$ cat src/rtl/rv32i_pkg.sv
// Shared RV32I memory-access types: funct3 load/store formats, store-buffer entry, output-stage state.
package rv32i_pkg;

  localparam logic [2:0] FMT_B  = 3'b000;
  localparam logic [2:0] FMT_H  = 3'b001;
  localparam logic [2:0] FMT_W  = 3'b010;
  localparam logic [2:0] FMT_BU = 3'b100;
  localparam logic [2:0] FMT_HU = 3'b101;

  typedef struct packed {
    logic [29:0] addr;
    logic [31:0] wdata;
    logic [3:0]  wstrb;
  } st_entry_t;

  typedef enum logic {
    OS_IDLE,
    OS_SEND
  } out_state_t;

endpackage

$ cat src/rtl/st_align.sv
// Store lane steering: replicates store data across byte lanes and builds write strobes.
// Inverse of the load converter's extraction; purely combinational.
module st_align
  import rv32i_pkg::*;
(
  input  logic [31:0] addr,
  input  logic [31:0] data,
  input  logic [2:0]  format,
  output st_entry_t   entry,
  output logic        fmt_ok,
  output logic        misaligned
);

  always_comb begin
    entry.addr  = addr[31:2];
    entry.wdata = '0;
    entry.wstrb = '0;
    fmt_ok      = 1'b1;
    misaligned  = 1'b0;
    case (format)
      FMT_B: begin
        entry.wdata = {4{data[7:0]}};
        entry.wstrb = 4'b0001 << addr[1:0];
      end
      FMT_H: begin
        // Misaligned halfwords are force-aligned by using only addr[1].
        entry.wdata = {2{data[15:0]}};
        entry.wstrb = addr[1] ? 4'b1100 : 4'b0011;
        misaligned  = addr[0];
      end
      FMT_W: begin
        entry.wdata = data;
        entry.wstrb = 4'b1111;
        misaligned  = |addr[1:0];
      end
      default: fmt_ok = 1'b0;
    endcase
  end

endmodule

$ cat src/rtl/st_buffer.sv
// Store buffer: aligns SB/SH/SW, queues DEPTH entries plus one output stage, drains via req/ack.
// ST_MISALIGN_TRAP_EN: when defined, misaligned SH/SW are rejected with st_fault instead of force-aligned.
module st_buffer
  import rv32i_pkg::*;
#(
  parameter int DEPTH = 2
) (
  input  logic        clk,
  input  logic        rst,
  input  logic        st_valid,
  output logic        st_ready,
  input  logic [31:0] st_addr,
  input  logic [31:0] st_data,
  input  logic [2:0]  st_format,
  output logic        st_fault,
  output logic        mem_req,
  output logic [31:0] mem_addr,
  output logic [31:0] mem_wdata,
  output logic [3:0]  mem_wstrb,
  input  logic        mem_ack,
  output logic        empty
);

  localparam int PW = $clog2(DEPTH);
  localparam int CW = PW + 1;

  st_entry_t        fifo_mem [DEPTH];
  st_entry_t        al_entry;
  st_entry_t        head;
  logic [PW-1:0]    wr_ptr;
  logic [PW-1:0]    rd_ptr;
  logic [CW-1:0]    count;
  out_state_t       state;
  logic             fmt_ok;
  logic             misaligned;
  logic             reject;
  logic             accept;
  logic             enq;
  logic             pop;
  logic             fifo_full;
  logic             fifo_nonempty;

  st_align u_align (
    .addr       (st_addr),
    .data       (st_data),
    .format     (st_format),
    .entry      (al_entry),
    .fmt_ok     (fmt_ok),
    .misaligned (misaligned)
  );

`ifdef ST_MISALIGN_TRAP_EN
  assign reject = !fmt_ok || misaligned;
`else
  logic unused_misaligned;
  assign unused_misaligned = misaligned;
  assign reject = !fmt_ok;
`endif

  assign fifo_full     = (count == CW'(DEPTH));
  assign fifo_nonempty = (count != '0);
  assign st_ready      = !fifo_full;
  assign accept        = st_valid && st_ready;
  assign enq           = accept && !reject;
  // The output stage pulls the head when idle, or when the current write is acked.
  assign pop           = fifo_nonempty && ((state == OS_IDLE) || mem_ack);
  assign head          = fifo_mem[rd_ptr];
  assign empty         = !fifo_nonempty && (state == OS_IDLE);

  always_ff @(posedge clk) begin
    if (enq) fifo_mem[wr_ptr] <= al_entry;
  end

  always_ff @(posedge clk or posedge rst) begin
    if (rst) begin
      wr_ptr   <= '0;
      rd_ptr   <= '0;
      count    <= '0;
      st_fault <= 1'b0;
    end else begin
      st_fault <= accept && reject;
      if (enq) wr_ptr <= wr_ptr + 1'b1;
      if (pop) rd_ptr <= rd_ptr + 1'b1;
      case ({enq, pop})
        2'b10:   count <= count + 1'b1;
        2'b01:   count <= count - 1'b1;
        default: count <= count;
      endcase
    end
  end

  always_ff @(posedge clk or posedge rst) begin
    if (rst) begin
      state     <= OS_IDLE;
      mem_req   <= 1'b0;
      mem_addr  <= '0;
      mem_wdata <= '0;
      mem_wstrb <= '0;
    end else begin
      case (state)
        OS_IDLE: begin
          if (fifo_nonempty) begin
            mem_addr  <= {head.addr, 2'b00};
            mem_wdata <= head.wdata;
            mem_wstrb <= head.wstrb;
            mem_req   <= 1'b1;
            state     <= OS_SEND;
          end
        end
        OS_SEND: begin
          if (mem_ack) begin
            if (fifo_nonempty) begin
              mem_addr  <= {head.addr, 2'b00};
              mem_wdata <= head.wdata;
              mem_wstrb <= head.wstrb;
            end else begin
              mem_req <= 1'b0;
              state   <= OS_IDLE;
            end
          end
        end
        default: begin
          mem_req <= 1'b0;
          state   <= OS_IDLE;
        end
      endcase
    end
  end

endmodule

$ cat config.mk
export PLATFORM = sky130hd
export DESIGN_NAME = st_buffer
export DESIGN_NICKNAME = d
export VERILOG_FILES = /design/src/rtl/rv32i_pkg.sv /design/src/rtl/st_align.sv /design/src/rtl/st_buffer.sv
export SDC_FILE = /design/constraint.sdc
export NUM_CORES = 1
export LEC_CHECK = 0
export ABC_AREA = 1
export ABC_CLOCK_PERIOD_IN_PS = 4100
export CORE_AREA = 2 2 146 148
export DETAILED_ROUTE_END_ITERATION = 10
export DIE_AREA = 0 0 148 150
export GPL_TIMING_DRIVEN = 0
export HOLD_SLACK_MARGIN = 0.1
export MAX_ROUTING_LAYER = met4
export PLACE_DENSITY = 0.72
export SYNTH_ARGS = -nofsm -noshare
export SYNTH_HDL_FRONTEND = slang
export SYNTH_SLANG_ARGS = --single-unit
$ cat constraint.sdc
create_clock -name clk -period 4.1 [get_ports clk]
set_input_delay 0.41 -clock clk [delete_from_list [all_inputs] [get_ports clk]]
set_output_delay 0.41 -clock clk [all_outputs]
set_load 0.05 [all_outputs]
* Word level (Yosys, flattened, before mapping)
Memory sizes are Yosys's and may differ from the RTL's. Index checks and enable logic that the tools add are counted.
Word-level totals: bits in writable memories 132, bits in latches 0, flip-flop bits (word level) 75, memories kept 1, bits in read-only memories 0, output and inout port bits 72
Cells by class: multiply operators 0, equal/unequal tests 8, mux-type cells 22, shift-type cells 1, reduce and logical (&&, ||, !) cells 14, magnitude comparators 0, divide/modulo/power cells 0, add/subtract/negate cells 4, bitwise gates (word level) 1
Memories:
- fifo_mem | words 2, width 66, rd ports 1, clocked after Yosys merged registers in 0, write ports 1, RTL line st_buffer.sv:27 | st_entry_t fifo_mem [DEPTH];
Operator list (number):
- 32-bit 2-to-1 mux | 4
- 32-bit case mux with 2 select lines | 2
- 36-bit case mux with 3 select lines | 1
- 4-bit 2-to-1 mux | 3
- 1-bit 2-to-1 mux | 8
- 4-bit case mux with 2 select lines | 1
- 2-bit != test, second input constant | 3
- 1-bit logical AND | 5
- 2-bit == test, second input constant | 2
- 1-bit case mux with 2 select lines | 2
- 2-bit case mux with 2 select lines | 1
- 2-bit nonzero test | 2
- 1-bit by 2-bit << shifter with 4-bit output, first input constant | 1
- 3-bit by 1-bit == test with 1-bit output, second input constant | 1
- 3-bit by 2-bit == test with 1-bit output, second input constant | 1
- 1-bit zero test | 3
- 3-bit zero test | 1
- 3-bit AND reduction | 1
- 3-bit OR reduction | 1
- 1-bit adder, second input constant | 2
- 2-bit by 1-bit adder with 2-bit output, second input constant | 1
- 2-bit by 1-bit == test with 1-bit output, second input constant | 1
- 2-bit by 1-bit subtractor with 2-bit output, second input constant | 1
- 1-bit logical OR | 1
- 1-bit NOT | 1

* Depth between registers and ports, before layout
Gate-level depths: netlist of run 1.
depth after elaboration 6, gate-level depth with buffers 10, gate-level depth less buffers 9

* Hierarchy
A second synthesis of run 1 with hierarchy kept.
Second synthesis, totals: cell total of the unflattened synthesis 824, area, all modules 8443.1 um^2
By module, submodules not included:
- st_buffer | area each 7618.6 um^2, cells each 672, instances 1
- st_align | area each 824.5 um^2, cells each 152, instances 1

* Worst setup path before layout of run 1
No wires, ideal clock.
kind input -> register, from input st_format[1], to memory fifo_mem[1][0] (netlist name), enable pin, library setup time 0.490 ns, slack -0.046 ns, stages 5, arrival time 3.655 ns, buffers on the path 0, path through inv_1 > nand2_2 > nand2_1 > nand2_1 > nor2_1
On the way: word-level cells in the longest chain between the ends 6, elaborated cells between the ends (all ways) 8, those cells by class eq/ne: 2; mux: 3; reduce/logical: 3
RTL lines:
- start: declaration | RTL line st_buffer.sv:14 | input logic [2:0] st_format,
- 3-bit by 1-bit == test with 1-bit output, or another cell as far along
- 3-bit OR reduction (no source line) *
- 1-bit 2-to-1 mux * | RTL line st_align.sv:20 | case (format)
- 1-bit logical AND * | RTL line st_buffer.sv:64 | assign enq = accept && !reject;
- 1-bit 2-to-1 mux * | RTL line st_buffer.sv:71 | if (enq) fifo_mem[wr_ptr] <= al_entry;
- 1-bit 2-to-1 mux (not written as such) * | RTL line st_buffer.sv:71
- end: declaration | RTL line st_buffer.sv:27
Every way passes the cells marked *; elsewhere a longest branch is shown, timed or not.

* Worst setup path in the final report of run 1
from register count[1], to output empty
On the way: word-level cells in the longest chain between the ends 3
RTL lines:
- start: declaration | RTL line st_buffer.sv:32 | logic [CW-1:0] count;
- start signal: assignment | RTL line st_buffer.sv:85 | 2'b10: count <= count + 1'b1;
- start signal: assignment | RTL line st_buffer.sv:86 | 2'b01: count <= count - 1'b1;
- start signal: assignment | RTL line st_buffer.sv:87 | default: count <= count;
- 2-bit nonzero test | RTL line st_buffer.sv:61 | assign fifo_nonempty = (count != '0);
- 1-bit zero test | RTL line st_buffer.sv:68 | assign empty = !fifo_nonempty && (state == OS_IDLE);
- 1-bit logical AND | RTL line st_buffer.sv:68
- end: declaration | RTL line st_buffer.sv:21 | output logic empty
Every way passes these cells.

==> qor_table.md, run 1 <==
| Quantity | Reported |
| --- | --- |
| Result of the run | finished clean |
| Seq. cell area | 5790 um2 |
| Cell Chain, Critical Path | inv_1, nand2_2, inv_1, ha_1, clkdlybuf4s50_1 |
| Unique masters post-synth | 23 |
| Clock tree buffer depth | 3 |
| Post-synthesis sequential element count | 205 |
| Syn-to-layout area delta | 31.0% |
| Hold violation total from the final report | 0 |
| Clock net sink count | 205 |
| Buffers inserted during post-CTS setup optimization | 0 |
| Die Outline Area | 22,200 um2 |
| DR WL/cell | 15.0 um |
| Total Wirelength | 18,600 um |
| Setup repair after global routing missed its margin | no |
| Cell types occupying the most area after synthesis | edfxtp_1 (49%), dfrtp_1 (23%), nand2_1 (22%) |
| Worst Setup Slack post-DPL | 1380 ps |
| Fin. max-slew vios | 0 |
| Num ports | 143 |
| Fin crit share | 60.7% |
| Sequential cell area fraction in the yosys report | 71.5% |
| Top-area cell type share of the netlist area | 48.9% |
| RD Place Congestion | 0.820 |
| Clock network latency to the later pin of the worst-skew pair | 500 ps |
| Total number of placement rows | 53 |
| Iter 0 DRT Violations | 258 |
| DPL Wire Length | 12,700 um |
| Largest net degree at the start of global routing | 47 |
| Post-route antenna net violation count | 0 |
| TritonCTS clock tree | yes |
| Worst Path Required | 3690 ps |
| Most frequent cell on the critical path | inv_1 |
| Clock tree root buffer cell | clkbuf_16 |
| Worst VDD drop | 0.000377 V |
| Crit path kind | reg -> out |
| Clock skew after layout | 14.4 ps |
| Critical-path maximum fanout | 4 |
| Fillers | 1,857 |
| Routed vias/inst | 4.65 |
| Final Worst Setup Slack | 1610 ps |
| Leftover overflow at the end of global routing | 0 |
| Clock transition at path regs | 60 ps |
| Global-route wire length before repair | 29,100 um |
| P per Cell Area | 776 nW/um2 |
| Horiz. Die Dim | 148 um |
| Multi-input logic area | 2040 um2 |
| Via count of the first global-routing pass | 5,614 |
| First drt pass iteration count | 4 |
| Post-synthesis instance area | 8100 um2 |
| Final nets | 1,021 |
| Max stage delay on crit path | 790 ps |
| Actual transition at the worst max-transition pin | 565 ps |
| Initial Utilization | 39.2% |
| DRC Markers | 0 |
| Global routing usage summed across all routing layers | 17.4% |
| Synth Instances | 779 |
| Headroom to the max-slew limit | 62.2% |
| WHS | 271 ps |
| Commonest non-fill, non-tap cell in the layout | nand2_1 |
| Highest-count cells in the layout ignoring fill and taps | nand2_1 (465), clkdlybuf4s50_1 (140), edfxtp_1 (132) |
| Chip height | 150 um |
| Crit path time final | 2490 ps |
| # resized after CTS | 0 |
| Worst setup SP type | register |
| Number of warning messages in the yosys log | 0 |
| Initial antenna violation count | 1 |
| Area of the core region | 20,700 um2 |
| Largest area contributor in the synthesized netlist | edfxtp_1 |
| Max-cap violations | 0 |
| Timing-limited maximum frequency | 402 MHz |
| Number of buffers created by CTS | 22 |
| Tightest Hold Check Type | in -> async |
| Nature of the critical path endpoint | output pin |
| Total setup violations reported at the end of the flow | 0 |
| Post-synthesis average cell area | 10.4 um2 |
| Crit path max-delay cell type | clkdlybuf4s50_1 |
| Reported leakage power | 4.72 nW |
| H-Tree Depth | 1 |
| Port-buffer cells | 140 |
| Routed via count | 5,757 |
| Arrival time reported for the critical path endpoint | 2080 ps |
| Cts-stage hold buffer count | 0 |
| Ratio of cells with drive above 1 in the final layout | 7.17% |
## power breakdown
group | switching [W] | internal (W)
registers | 0.000228 | 0.00273
logic | 0.00240 | 0.00109
clock network | 0.000749 | 0.00105
total | 0.00338 | 0.00486
## logic make-up after synthesis
logic type / Yosys count / synth area share, %
AO/OA/AOI/OAI: 10 / 0.618
buffers and inverters: 58 / 3.54
other: 1 / 0.0463
AND/OR/NAND/NOR: 501 / 23.8
adder cells (fa/ha/maj): 2 / 0.309
flip-flops: 205 / 71.5
XOR/XNOR: 2 / 0.216
## metrics by stage
step	cells	util (%)	cell area [um2]	total power (W)	TNS [ps]
after detailed placement	1199	48.1	9960	0.00652	0
after CTS	1238	51.3	10600	0.00833	0
after floorplan	780	-	8110	0.00528	0
after global placement	1195	47.6	9850	0.00645	-47650
final	1239	51.3	10600	0.00824	0
after global routing	1239	51.3	10600	0.00873	0
## cells in the mapped netlist
cell / instances
nand2_1: 465
edfxtp_1: 132
dfrtp_1: 73
inv_1: 24
buf_2: 16
nand3_1: 14
nor2_1: 12
o21ai_0: 8
clkbuf_1: 7
buf_6: 5
buf_4: 3
inv_2: 3
nand2_2: 3
nand4_1: 3
ha_1: 2
nor2_2: 2
a21oi_1: 1
conb_1: 1
nor2_4: 1
o21ai_1: 1
or2_2: 1
xnor2_1: 1
xor2_1: 1
## sequential cells by signal, indices dropped and copies added (netlist names)
name and cells:
wr_ptr 1, mem_req 1, fifo_mem 132, rd_ptr 1, mem_wdata 32, state 1
mem_wstrb 4, st_fault 1, count 2, mem_addr 30
## area by class of cell
class | count | share of cell area (%)
antenna | 1 | 0.0236
buffer | 31 | 1.75
clock buffer | 34 | 5.91
clock inverter | 5 | 0.224
inverter | 27 | 1.00
multi-input combinational | 517 | 19.2
sequential | 205 | 54.6
tap | 275 | 3.24
timing repair buffer | 144 | 14.1
## layer usage
metal  up-vias  GRT usage (%)  wire (um)  share of wire [%]
li1       2818              -          -                  -
met2       176           28.1       8870                 48
met5         -              -          0                  0
met3        46           3.23       1030                5.5
met1      2717           22.3       8180                 44
met4         0           6.00        539                2.9
## critical path: cells and delay by family, from the launching register on
kind                     cells  cell delay (ps)
AND/OR/NAND/NOR              1               60
flip-flops                   1              410
adder cells (fa/ha/maj)      1              140
buffers and inverters        3              970
## worst paths after layout
kind | start | to | slack [ps] | cells past startpoint
setup / recovery | count[1]$_DFFE_PP0P_ | empty | 1610 | 5
hold / removal | rst | mem_wdata[3]$_DFFE_PP0P_ | 270 | 2
setup reg to reg | count[0]$_DFFE_PP0P_ | fifo_mem[1][52]$_DFFE_PP_ | 2140 | 5
hold reg to reg | mem_addr[21]$_DFFE_PP0P_ | mem_addr[21]$_DFFE_PP0P_ | 470 | 2
max in group asynchronous | rst | mem_wstrb[0]$_DFFE_PP0P_ | 3250 | 3
min in group clk | mem_addr[21]$_DFFE_PP0P_ | mem_addr[21]$_DFFE_PP0P_ | 470 | 2
(Power assumes the default switching activity.)
==> run 2, diff against run 1 <==
--- a/config.mk
+++ b/config.mk
@@ -6,7 +6,7 @@
 export NUM_CORES = 1
 export LEC_CHECK = 0
 export ABC_AREA = 1
-export ABC_CLOCK_PERIOD_IN_PS = 4100
+export ABC_CLOCK_PERIOD_IN_PS = 2070
 export CORE_AREA = 2 2 146 148
 export DETAILED_ROUTE_END_ITERATION = 10
 export DIE_AREA = 0 0 148 150
==> constraint.sdc (replaced) <==
create_clock -name clk -period 2.07 [get_ports clk]
set_input_delay 0.207 -clock clk [delete_from_list [all_inputs] [get_ports clk]]
set_output_delay 0.207 -clock clk [all_outputs]
set_load 0.05 [all_outputs]
==> run 2 against run 1 <==
Effect of this change: non-clock buffer count grew 8; register-to-register slack got worse by 1900 ps; design area is 1.3% higher; wire length rose by 1.5%; largest cell class unchanged; power up 100%; highest routed layer unchanged; worst hold slack improved by 27 ps; final cell count up 0.48%; first-iteration DRC count grew 6.2%.
==> qor_table.md, run 2 (same netlist as run 1, synthesis figures left out) <==
| Quantity | Reported |
| --- | --- |
| Fin. max-slew vios | 0 |
| Fillers | 1,837 |
| Layer with the highest usage after global routing | met2 |
| Headroom to the max-slew limit | 62.1% |
| Largest net degree at the start of global routing | 54 |
| Total number of placement rows | 53 |
| Count of antenna diodes in the layout | 0 |
| Arrival time reported for the critical path endpoint | 1780 ps |
| Most flops, register | fifo_mem |
| Clock tree root buffer cell | clkbuf_16 |
| Port-buffer cells | 140 |
| Fin crit share | 95.8% |
| Die Outline Area | 22,200 um2 |
| Setup repair after global routing missed its margin | no |
| TritonCTS clock tree | yes |
| Initial antenna violation count | 0 |
| Clock transition at path regs | 60 ps |
| Post-route antenna net violation count | 0 |
| Horiz. Die Dim | 148 um |
| First drt pass iteration count | 4 |
| Global routing usage summed across all routing layers | 18.0% |
| Worst setup SP type | register |
| Clock tree buffer depth | 3 |
| Crit path time final | 1980 ps |
| Chip height | 150 um |
| Met3 Track Usage GR | 3.60% |
| Global-route wire length before repair | 29,600 um |
| Crit path kind | reg -> out |
| TNS Setup | 0 ps |
| Highest-count cells in the layout ignoring fill and taps | nand2_1 (464), clkdlybuf4s50_1 (138), edfxtp_1 (132) |
| P per Cell Area | 1550 nW/um2 |
| Max reg flops | 132 |
| Leading registers by flop count | fifo_mem x132, mem_wdata x32, mem_addr x30 |
| DPL Wire Length | 12,700 um |
| Commonest non-fill, non-tap cell in the layout | nand2_1 |
| Clock network latency to the later pin of the worst-skew pair | 490 ps |
| WHS | 298 ps |
| Initial Utilization | 39.2% |
| Share of the core filled with cells in the final layout | 52.0% |
| Total setup violations reported at the end of the flow | 0 |
| Final nets | 1,030 |
| Total Wirelength | 18,900 um |
| Met1 track demand over resource | 21.7% |
| RD Place Congestion | 0.747 |
| Timing-limited maximum frequency | 504 MHz |
| Reported leakage power | 4.79 nW |
| Area of the core region | 20,700 um2 |
| Leftover overflow at the end of global routing | 0 |
| Hold violation total from the final report | 0 |
| DRC Markers | 0 |
| Result of the run | finished clean |
| Actual transition at the worst max-transition pin | 567 ps |
| Sum of internal, switching and leakage power | 0.0167 W |
| Routed vias/inst | 4.54 |
| Tightest Hold Check Type | in -> reg |
| Max-cap violations | 0 |
| DR WL/cell | 15.2 um |
| H-Tree Depth | 1 |
| Via count of the first global-routing pass | 5,567 |
| Routed via count | 5,648 |
| Worst Path Required | 1860 ps |
| Syn-to-layout area delta | 32.7% |
| Iter 0 DRT Violations | 274 |
| Num ports | 143 |
| Number of buffers created by CTS | 22 |
| Critical-path maximum fanout | 4 |
| Worst VDD drop | 0.000958 V |
| Nature of the critical path endpoint | output pin |
| Met2 Usage GRT | 31.1% |
| Clock skew after layout | 9.23 ps |
| Ratio of cells with drive above 1 in the final layout | 8.45% |
| Clock net sink count | 205 |
[run 2: through the flow]
stage	worst slack, ps	instance area, um2	cells
after detailed placement	-741	9960	1199
after global routing	16.7	10800	1245
after floorplan	-49.0	8120	780
final	86.9	10800	1245
after CTS	14.6	10700	1239
after global placement	-1640	9870	1195
[run 2: power by group]
part           switching [W]  internal (W)  leakage (nW)
registers           0.000451       0.00540          2.13
logic                0.00479       0.00217          2.32
clock network        0.00149       0.00237         0.345
total                0.00673       0.00994          4.79
[run 2: worst paths after layout]
check | depth (start not counted) | slack [ps] | end | start
min reg2reg | 2 | 470 | mem_addr[26]$_DFFE_PP0P_ | mem_addr[26]$_DFFE_PP0P_
max in group asynchronous | 4 | 890 | mem_addr[6]$_DFFE_PP0P_ | rst
max | 5 | 90 | empty | count[0]$_DFFE_PP0P_
min | 1 | 300 | fifo_mem[1][40]$_DFFE_PP_ | st_addr[6]
max reg2reg | 9 | 280 | count[1]$_DFFE_PP0P_ | count[0]$_DFFE_PP0P_
min in group asynchronous | 3 | 590 | mem_addr[29]$_DFFE_PP0P_ | rst
[run 2: timing repair]
item | CTS | global route
endpoints found under the hold margin | 20 | 0
gates resized for setup | 2 | 2
gates cloned | 1 | 0
hold buffers | 1 | 0
endpoints found under the setup margin | 62 | 53
setup buffers | 1 | 6
pin swaps | 0 | 1
[run 2: cell type report]
cell class,count,area [um2],area share (%)
flip-flops and latches,205,5790,53.9
multi-input cells,517,2040,19.0
repair buffers,152,1550,14.5
clock buffers,30,632,5.88
well taps,275,344,3.20
plain buffers,31,185,1.72
inverters,27,108,1.00
clock inverters,7,87.6,0.815
repair inverters,1,7.51,0.0698
[run 2: critical path: stages, from the launching register on]
cell and delay, ps:
dfrtp_1 420, inv_2 100, nand2_2 60, inv_1 70, ha_1 140, clkdlybuf4s15_1 490
[run 2: metal layers]
metal | vias to the layer above | routed length [um]
met4 | 0 | 328
met3 | 30 | 1010
met2 | 142 | 9560
met1 | 2641 | 8000
li1 | 2835 | -
met5 | - | 0
